### config.mk
export PLATFORM = sky130hd
export DESIGN_NAME = hamming_dec
export DESIGN_NICKNAME = d
export VERILOG_FILES = /design/src/rtl/hamming_pkg.sv /design/src/rtl/hamming_syndrome.sv /design/src/rtl/hamming_dec.sv
export SDC_FILE = /design/constraint.sdc
export NUM_CORES = 1
export LEC_CHECK = 0
export BUFFER_PORTS_ARGS = -buffer_cell sky130_fd_sc_hd__buf_2
export CAP_MARGIN = 25
export CORE_ASPECT_RATIO = 1.5
export CORE_UTILIZATION = 55
export DETAILED_ROUTE_END_ITERATION = 16
export GPL_TIMING_DRIVEN = 0
export PLACE_DENSITY = 0.79
export SYNTH_ARGS = -nofsm -noshare
export SYNTH_HDL_FRONTEND = slang
export SYNTH_HIERARCHICAL = 1
export SYNTH_SLANG_ARGS = --single-unit
export TNS_END_PERCENT = 30
### constraint.sdc
create_clock -name clk -period 2 [get_ports clk]
set_clock_uncertainty 0.1 [all_clocks]
set_input_delay 0.1 -clock clk [delete_from_list [all_inputs] [get_ports clk]]
set_output_delay 0.1 -clock clk [all_outputs]
set_load 0.005 [all_outputs]
### src/rtl/hamming_pkg.sv
// Shared Hamming(21,16) code format: widths, state encoding, data-position map
// and parity membership, so encoder and decoder cannot diverge.
package hamming_pkg;

  localparam int unsigned DATA_W = 16;
  localparam int unsigned PAR_W  = 5;
  localparam int unsigned CODE_W = DATA_W + PAR_W;
  localparam int unsigned CNT_W  = 16;

  typedef logic [PAR_W-1:0]  syndrome_t;
  typedef logic [DATA_W-1:0] data_t;
  typedef logic [CODE_W-1:0] code_t;

  typedef enum logic [1:0] {
    IDLE = 2'd0,
    SYND = 2'd1,
    CORR = 2'd2,
    HOLD = 2'd3
  } state_t;

  // Decoded word as presented to the consumer
  typedef struct packed {
    data_t     data;
    syndrome_t syndrome;
    logic      corr;
    logic      uncorr;
  } dec_out_t;

  // Code position (1-based) holding data bit idx
  function automatic logic [4:0] data_pos(input int unsigned idx);
    logic [4:0] pos;
    case (idx)
      0:       pos = 5'd3;
      1:       pos = 5'd5;
      2:       pos = 5'd6;
      3:       pos = 5'd7;
      4:       pos = 5'd9;
      5:       pos = 5'd10;
      6:       pos = 5'd11;
      7:       pos = 5'd12;
      8:       pos = 5'd13;
      9:       pos = 5'd14;
      10:      pos = 5'd15;
      11:      pos = 5'd17;
      12:      pos = 5'd18;
      13:      pos = 5'd19;
      14:      pos = 5'd20;
      15:      pos = 5'd21;
      default: pos = 5'd0;
    endcase
    return pos;
  endfunction

  // Code position pos is covered by parity bit pbit when bit pbit of pos is set
  function automatic logic parity_member(input logic [4:0] pos, input logic [2:0] pbit);
    return |(pos & (5'd1 << pbit));
  endfunction

endpackage

### src/rtl/hamming_syndrome.sv
// Combinational 21-bit codeword to 5-bit syndrome (even parity, parity
// positions included). Shared with the encoder self-check.
module hamming_syndrome
  import hamming_pkg::*;
(
  input  logic [CODE_W-1:0] i_code,
  output syndrome_t         o_syndrome
);

  always_comb begin
    o_syndrome = '0;
    for (int unsigned p = 1; p <= CODE_W; p++) begin
      for (int unsigned b = 0; b < PAR_W; b++) begin
        if (parity_member(5'(p), 3'(b))) begin
          o_syndrome[b] = o_syndrome[b] ^ i_code[p-1];
        end
      end
    end
  end

endmodule

### src/rtl/hamming_dec.sv
// Hamming(21,16) single-error-correcting decoder with valid/ready handshakes.
// Optional saturating error counters when HAMMING_DEC_STATS_EN is defined.
module hamming_dec #(
  parameter int unsigned DATA_W = 16
) (
  input  logic                          clk,
  input  logic                          rst,
  input  logic [hamming_pkg::CODE_W-1:0] iData,
  input  logic                          iValid,
  output logic                          oReady,
  output logic [hamming_pkg::DATA_W-1:0] oData,
  output logic                          oValid,
  input  logic                          iReady,
  output logic                          oCorr,
  output logic                          oUncorr,
  output logic [hamming_pkg::PAR_W-1:0]  oSyndrome
`ifdef HAMMING_DEC_STATS_EN
  ,
  output logic [hamming_pkg::CNT_W-1:0]  oCorrCnt,
  output logic [hamming_pkg::CNT_W-1:0]  oUncorrCnt
`endif
);

  import hamming_pkg::*;

  if (DATA_W != hamming_pkg::DATA_W) begin : g_bad_data_w
    $error("hamming_dec: only DATA_W=16 is supported");
  end

  state_t    r_state;
  state_t    w_next;
  code_t     r_code;
  syndrome_t r_syn;
  syndrome_t w_syn;
  code_t     w_fixed;
  logic      w_flip;
  logic      w_out_range;
  dec_out_t  r_out;
  dec_out_t  w_out;
  logic      r_ready;
  logic      r_valid;
  logic      w_ready;
  logic      w_valid;

  hamming_syndrome u_syndrome (
    .i_code     (r_code),
    .o_syndrome (w_syn)
  );

  // State register
  always_ff @(posedge clk) begin
    if (rst) begin
      r_state <= IDLE;
    end else begin
      r_state <= w_next;
    end
  end

  // Next-state logic
  always_comb begin
    w_next = r_state;
    unique case (r_state)
      IDLE:    if (iValid) w_next = SYND;
      SYND:    w_next = CORR;
      CORR:    w_next = HOLD;
      HOLD:    if (iReady) w_next = IDLE;
      default: w_next = IDLE;
    endcase
  end

  // Correction: flip position s for s in 1..21, leave word alone otherwise
  always_comb begin
    w_flip      = (r_syn != '0) && (r_syn <= 5'(CODE_W));
    w_out_range = (r_syn > 5'(CODE_W));
    w_fixed     = r_code;
    if (w_flip) begin
      w_fixed = r_code ^ (code_t'(1) << (r_syn - 5'd1));
    end
  end

  // Output logic: next values of the registered outputs
  always_comb begin
    w_ready = (w_next == IDLE);
    w_valid = (w_next == HOLD);
    w_out   = r_out;
    if (r_state == CORR) begin
      for (int unsigned i = 0; i < hamming_pkg::DATA_W; i++) begin
        w_out.data[i] = w_fixed[data_pos(i) - 5'd1];
      end
      w_out.syndrome = r_syn;
      w_out.corr     = w_flip;
      w_out.uncorr   = w_out_range;
    end
  end

  // Output registers
  always_ff @(posedge clk) begin
    if (rst) begin
      r_ready <= 1'b1;
      r_valid <= 1'b0;
      r_out   <= '0;
    end else begin
      r_ready <= w_ready;
      r_valid <= w_valid;
      r_out   <= w_out;
    end
  end

  // Codeword capture and syndrome pipeline stage
  always_ff @(posedge clk) begin
    if (rst) begin
      r_code <= '0;
      r_syn  <= '0;
    end else begin
      if (r_state == IDLE && iValid) begin
        r_code <= iData;
      end
      if (r_state == SYND) begin
        r_syn <= w_syn;
      end
    end
  end

  assign oReady    = r_ready;
  assign oValid    = r_valid;
  assign oData     = r_out.data;
  assign oSyndrome = r_out.syndrome;
  assign oCorr     = r_out.corr;
  assign oUncorr   = r_out.uncorr;

`ifdef HAMMING_DEC_STATS_EN
  logic [CNT_W-1:0] r_corr_cnt;
  logic [CNT_W-1:0] r_uncorr_cnt;
  logic             w_xfer;

  assign w_xfer = r_valid && iReady;

  // Saturating counters of corrected / uncorrectable words handed to the consumer
  always_ff @(posedge clk) begin
    if (rst) begin
      r_corr_cnt   <= '0;
      r_uncorr_cnt <= '0;
    end else if (w_xfer) begin
      if (r_out.corr && (r_corr_cnt != '1)) begin
        r_corr_cnt <= r_corr_cnt + CNT_W'(1);
      end
      if (r_out.uncorr && (r_uncorr_cnt != '1)) begin
        r_uncorr_cnt <= r_uncorr_cnt + CNT_W'(1);
      end
    end
  end

  assign oCorrCnt   = r_corr_cnt;
  assign oUncorrCnt = r_uncorr_cnt;
`endif

endmodule

## After elaboration in Yosys (flattened, before gate mapping)

Index checks and enable logic that the tools add are counted.

| storage, ports and cells | value |
|---|---|
| bits of input ports | 25 |
| output and inout port bits | 25 |
| word-level logic and storage cells | 147 |
| bits in registers | 53 |

| operators by class | value |
|---|---|
| order comparisons | 18 |
| bitwise gates (word level) | 41 |
| add/subtract/negate cells | 17 |
| equality and inequality tests | 4 |
| mux-type cells | 52 |
| shifts and indexed selects | 1 |
| reductions and logical operators | 5 |

Operators with widths:

| operator | number |
|---|---|
| 5-bit by 6-bit less-than comparator with 1-bit output (second input constant) | 16 |
| 5-bit by 1-bit subtractor with 5-bit output (second input constant) | 17 |
| 1-bit binary-select mux with 5-bit select | 16 |
| 5-bit 2-to-1 mux | 16 |
| 1-bit bitwise XOR | 40 |
| 21-bit 2-to-1 mux | 1 |
| 1-bit by 5-bit left shift with 21-bit output (first input constant) | 1 |
| 21-bit bitwise XOR | 1 |
| 1-bit 2-to-1 mux | 16 |
| 2-bit one-hot mux with 4 select lines | 1 |
| 2-bit == test (second input constant) | 3 |
| 5-bit greater-than comparator (second input constant) | 1 |
| 5-bit less-or-equal comparator (second input constant) | 1 |
| 5-bit nonzero test | 1 |
| 2-bit zero test | 2 |
| 2-bit 2-to-1 mux | 2 |
| 2-bit by 1-bit == test with 1-bit output (second input constant) | 1 |
| 1-bit logical AND | 2 |

## Longest topological paths before layout

| logic depth | value |
|---|---|
| depth after elaboration | 10 |
| gate-level depth with buffers | 8 |
| depth with buffers taken out | 6 |

## Hierarchy

Netlist, hierarchy kept.

Modules (own cells, without submodules):

| module | cells each | seq. area each (sq um) | times used | area an instance (sq um) |
|---|---|---|---|---|
| hamming_dec | 261 | 1,061.0 | 1 | 2,258.4 |
| hamming_syndrome | 28 | 0.0 | 1 | 315.3 |

## Least setup slack after synthesis

No wires, ideal clock.

| timing | value |
|---|---|
| path type | register to register |
| from | register r_syn[0] |
| to | register r_out (netlist bit oData[6]) |
| library setup time | 0.079 ns |
| period minus slack after synthesis | 1.822 ns |
| buffers on the path | 2 |
| setup slack | 0.178 ns |
| cell stages (with the launch flop) | 9 |
| arrival | 1.643 ns |
| required time | 1.821 ns |
| cell sequence | dfxtp_1 > buf_2 > nor2_1 > ha_1 > buf_2 > nor3b_2 > nand3_1 > xor2_1 > a211oi_2 |

| on the way | value |
|---|---|
| word-level cells in the longest chain between the ends | 6 |
| elaborated cells between the ends (all ways) | 9 |
| classes of those cells | add/sub: 1; order compare: 1; shift: 1; mux: 3; bitwise: 1; reduce/logical: 2 |

Ends and longest elaborated chain:

| element | line | RTL |
|---|---|---|
| start: declaration | hamming_dec.sv:33 | `syndrome_t r_syn;` |
| start signal: assignment | hamming_dec.sv:119 | `r_syn <= w_syn;` |
| 5-bit by 1-bit subtractor with 5-bit output | hamming_dec.sv:77 | `w_fixed = r_code ^ (code_t'(1) << (r_syn - 5'd1));` |
| 1-bit by 5-bit left shift with 21-bit output | hamming_dec.sv:77 |  |
| 21-bit bitwise XOR | hamming_dec.sv:77 |  |
| 21-bit 2-to-1 mux * | hamming_dec.sv:76 | `if (w_flip) begin` |
| 1-bit binary-select mux with 5-bit select * | hamming_dec.sv:88 | `w_out.data[i] = w_fixed[data_pos(i) - 5'd1];` |
| 1-bit 2-to-1 mux (implied by the code) * | hamming_dec.sv:88 |  |
| end signal: assignment | hamming_dec.sv:105 | `r_out <= w_out;` |
| end: declaration | hamming_dec.sv:38 | `dec_out_t r_out;` |

Mark *: on every way between the ends. The rest lies on a longest branch, timed or not. The select of a mux whose other input is x is not followed.
A chain may end at the register's enable or synchronous reset.

## Worst setup path in the final report

Ends and elaborated chain as after synthesis.

==> impl_results.md <==
- Pleak: 1.32 nW
- Starting Density: 0.571
- Data arrival time of the worst path: around 2 ns
- Ys async rst share: 0
- Multi-input logic area: 1430 um^2
- P per Cell Area: 862 nW/um^2
- CP Max Fanout: 10
- Fmax: 0.526 GHz
- Top-Level Pins: 50
- Initial antenna violation count: 0
- Synth Area in XOR/XNOR: 0.174
- FF/Latch Area: 1060 um^2
- ANT nets after route: 0
- Setup Viol. Count Final: 0
- Post-route cell area: 3220 um^2
- Syn Nets: 315
- Logic gate share of total power: 0.334
- # diodes: 0
- Master of the slowest instance on the critical path: dfxtp_2
- CTS root buffer: clkbuf_8
- H-tree depth: 2
- Routability cong.: around 0.95
- Yosys cell types: 40
- Worst vdd ir: 449 uV
- DRC Markers: 1
- Clock power share: 0.212
- Share of the yosys chip area belonging to registers: 0.412
- Total chip power: roughly 2.8 mW
- Vias in the first global route: a little over 2000
- CP endpoint kind: flip-flop
- Fin. max-slew vios: 0
- Post-layout min period: about 1.9 ns
- Critical path class: flip-flop to flip-flop
- Startpoint types: flip-flop
- Failing checks: design-rule violations
- Clk_lat worst skew: 0.31 ns
- RSZ-0062 raised after global routing: no
- Routed via count: 2215
- Hold Crit Class: input port to flip-flop
- Final critical-path setup slack: 0.100 ns
- Tot GR Track Use: 0.251
- DIE AREA: 4960 um^2
- Max clock buf depth: 2
- Core footprint: between 4000 and 5000 um^2
- DP Wirelength: 4.31 mm
- Largest family of logic cells by synthesized area: simple AND/OR/NAND/NOR gates
- Final worst path period share: 0.950
- Cells after synthesis: 289
- Post-layout util: 0.716
- Num CTS Buffers: 5
- P&R area growth vs syn: 25.2%
- DP Worst Slack: -0.00449 ns
- Syn_area_per_cell: 8.91 um^2
- Avg WL per Cell: ~14 um
- Adder-Cell Fraction of Synth Area: 0.00486
- CTS tree: yes
- Mux contribution to synthesized area: 0.0233
- YS warnings: 6
- Overflow after GRT: 0
- Synth Area in Compound Gates: 0.118
- Post-Layout Cell Count: 415
- Most common cell after layout, fill and taps aside: nand2_1
- Worst reg-to-reg setup slack: 0.10 ns
- DRT Pass-1 Iters: 10
- Post-synth EDFFs: 0
- # fillers: 372
- First-pass GRT wire length: 9.49 mm
- Hold Violations, Final: 0
- Share of total power in sequential cells: 0.455
- Setup TNS Final: 0 ns
- Clock Pin Slew Worst Setup and Hold Paths: 0.09 ns
- Mapped Area: between 2000 and 3000 um^2
- Synth Register Bits: 53
- Share of cells above drive strength 1: 0.243
- Max cap viols: 0
- Clk sink count: 53
- Worst EP required: 2.14 ns
- Cell area after placement: 2870 um^2
- Net switching power: 912 uW
- Final WL: 5.94 mm
- Placed Instances: about 390
- Iteration-0 DRC Markers: 51
- Commonest cells after routing, fill and taps aside: nand2_1 (58), buf_2 (53), dfxtp_1 (51), nor2_1 (28), a21oi_1 (27)
- Pint: 1.87 mW
- Worst slew pin tran: approximately 0.58 ns
- Most used cell, CP: buf_6
- NumNets Final: 392
- Die X: slightly below 60 um
- Simple-gate share of the synthesized area: 0.228
- Max-slew headroom: 0.611
- # rows: 30
- Post-synth top flop: dfxtp_1
- Largest net degree at the start of global routing: 17
- CP max stage delay: ~0.34 ns
- Via density: 5.34
- Hold Slack: 0.0786 ns
- Worst-path cell chain: buf_6, nor2_1, ha_1, buf_6, nor3b_4, nand3_2, xor2_1, a211oi_2
- Number of port buffers: 48
- Status: finished, violations left
- Net Sw Frac: 0.328
- Die Span Y: 85.8 um
- Postcts setup bufs: 0
[critical path: cells and delay by family, from the launching register on]
family | cells | cell delay [ns]
fa+ha+maj | 1 | 0.24
xor+xnor | 1 | 0.17
buf+inv | 2 | 0.30
compound gates | 1 | 0.21
flops | 1 | 0.34
simple gates | 3 | 0.46
[power groups by stage]
stage | combinational, mW | sequential, mW | clock [mW]
global route | 1.01 | 1.27 | 0.641
global placement | 0.822 | 1.28 | 0
finish | 0.927 | 1.26 | 0.588
detailed placement | 0.837 | 1.28 | 0
CTS | 0.906 | 1.26 | 0.602
floorplan | 0.642 | 1.27 | 0
[Yosys cell counts, types with 3 or more instances]
cell,instances,share of area
buf_2,8,0.016
clkbuf_1,9,0.013
nor2_1,28,0.041
nand2_1,58,0.085
xor2_1,14,0.048
a211oi_1,14,0.041
mux2i_1,6,0.023
nand3_1,5,0.0097
xnor2_1,23,0.078
nor4_2,3,0.015
a21oi_1,27,0.053
dfxtp_1,53,0.41
a211oi_2,3,0.015
xnor3_1,4,0.035
[routing by layer]
metal | share of wire | GRT usage | wire length, um | vias up
met4 | 0.040 | 0.119 | 235 | 0
met3 | 0.034 | 0.0377 | 201 | 20
met1 | 0.40 | 0.279 | 2380 | 1023
met5 | 0 | 0 | 0 | -
li1 | - | - | - | 1111
met2 | 0.53 | 0.455 | 3130 | 61
[registers in the layout, summed over array words and instances (netlist names)]
| register | flops |
|---|---|
| r_code | 21 |
| oData | 16 |
| oSyndrome | 5 |
| r_syn | 5 |
| r_state | 2 |
| oCorr | 1 |
| oReady | 1 |
| oUncorr | 1 |
| oValid | 1 |
[cell families after synthesis]
kind of cell	after synthesis
AO/OA/AOI/OAI	48
XOR/XNOR	43
adder cells (fa/ha/maj)	1
buffers and inverters	21
flip-flops	53
multiplexers	6
AND/OR/NAND/NOR	117
[cell type report]
class / instances / share of cell area
Tap cell: 48 / 0.0186
Sequential cell: 53 / 0.330
Clock buffer: 5 / 0.0214
Buffer: 20 / 0.0369
Multi-Input combinational cell: 215 / 0.444
Timing Repair Buffer: 70 / 0.143
Inverter: 1 / 0.00116
Clock inverter: 3 / 0.00543
[final timing paths]
| path | start | end | depth (start not counted) |
|---|---|---|---|
| worst max-delay path | r_syn[0] | oData[6] | 8 |
| worst min-delay path | rst | oUncorr | 2 |
| worst max register to register | r_syn[0] | oData[6] | 8 |
| worst min register to register | oSyndrome[0] | oSyndrome[0] | 2 |
[repair_timing]
action	in CTS	in global routing
setup endpoints to repair	4	3
endpoints found under the hold margin	22	0
pin swaps	1	3
resized for setup	6	6
hold buffers	22	0
Note: power is estimated with default switching activity, not from simulation.
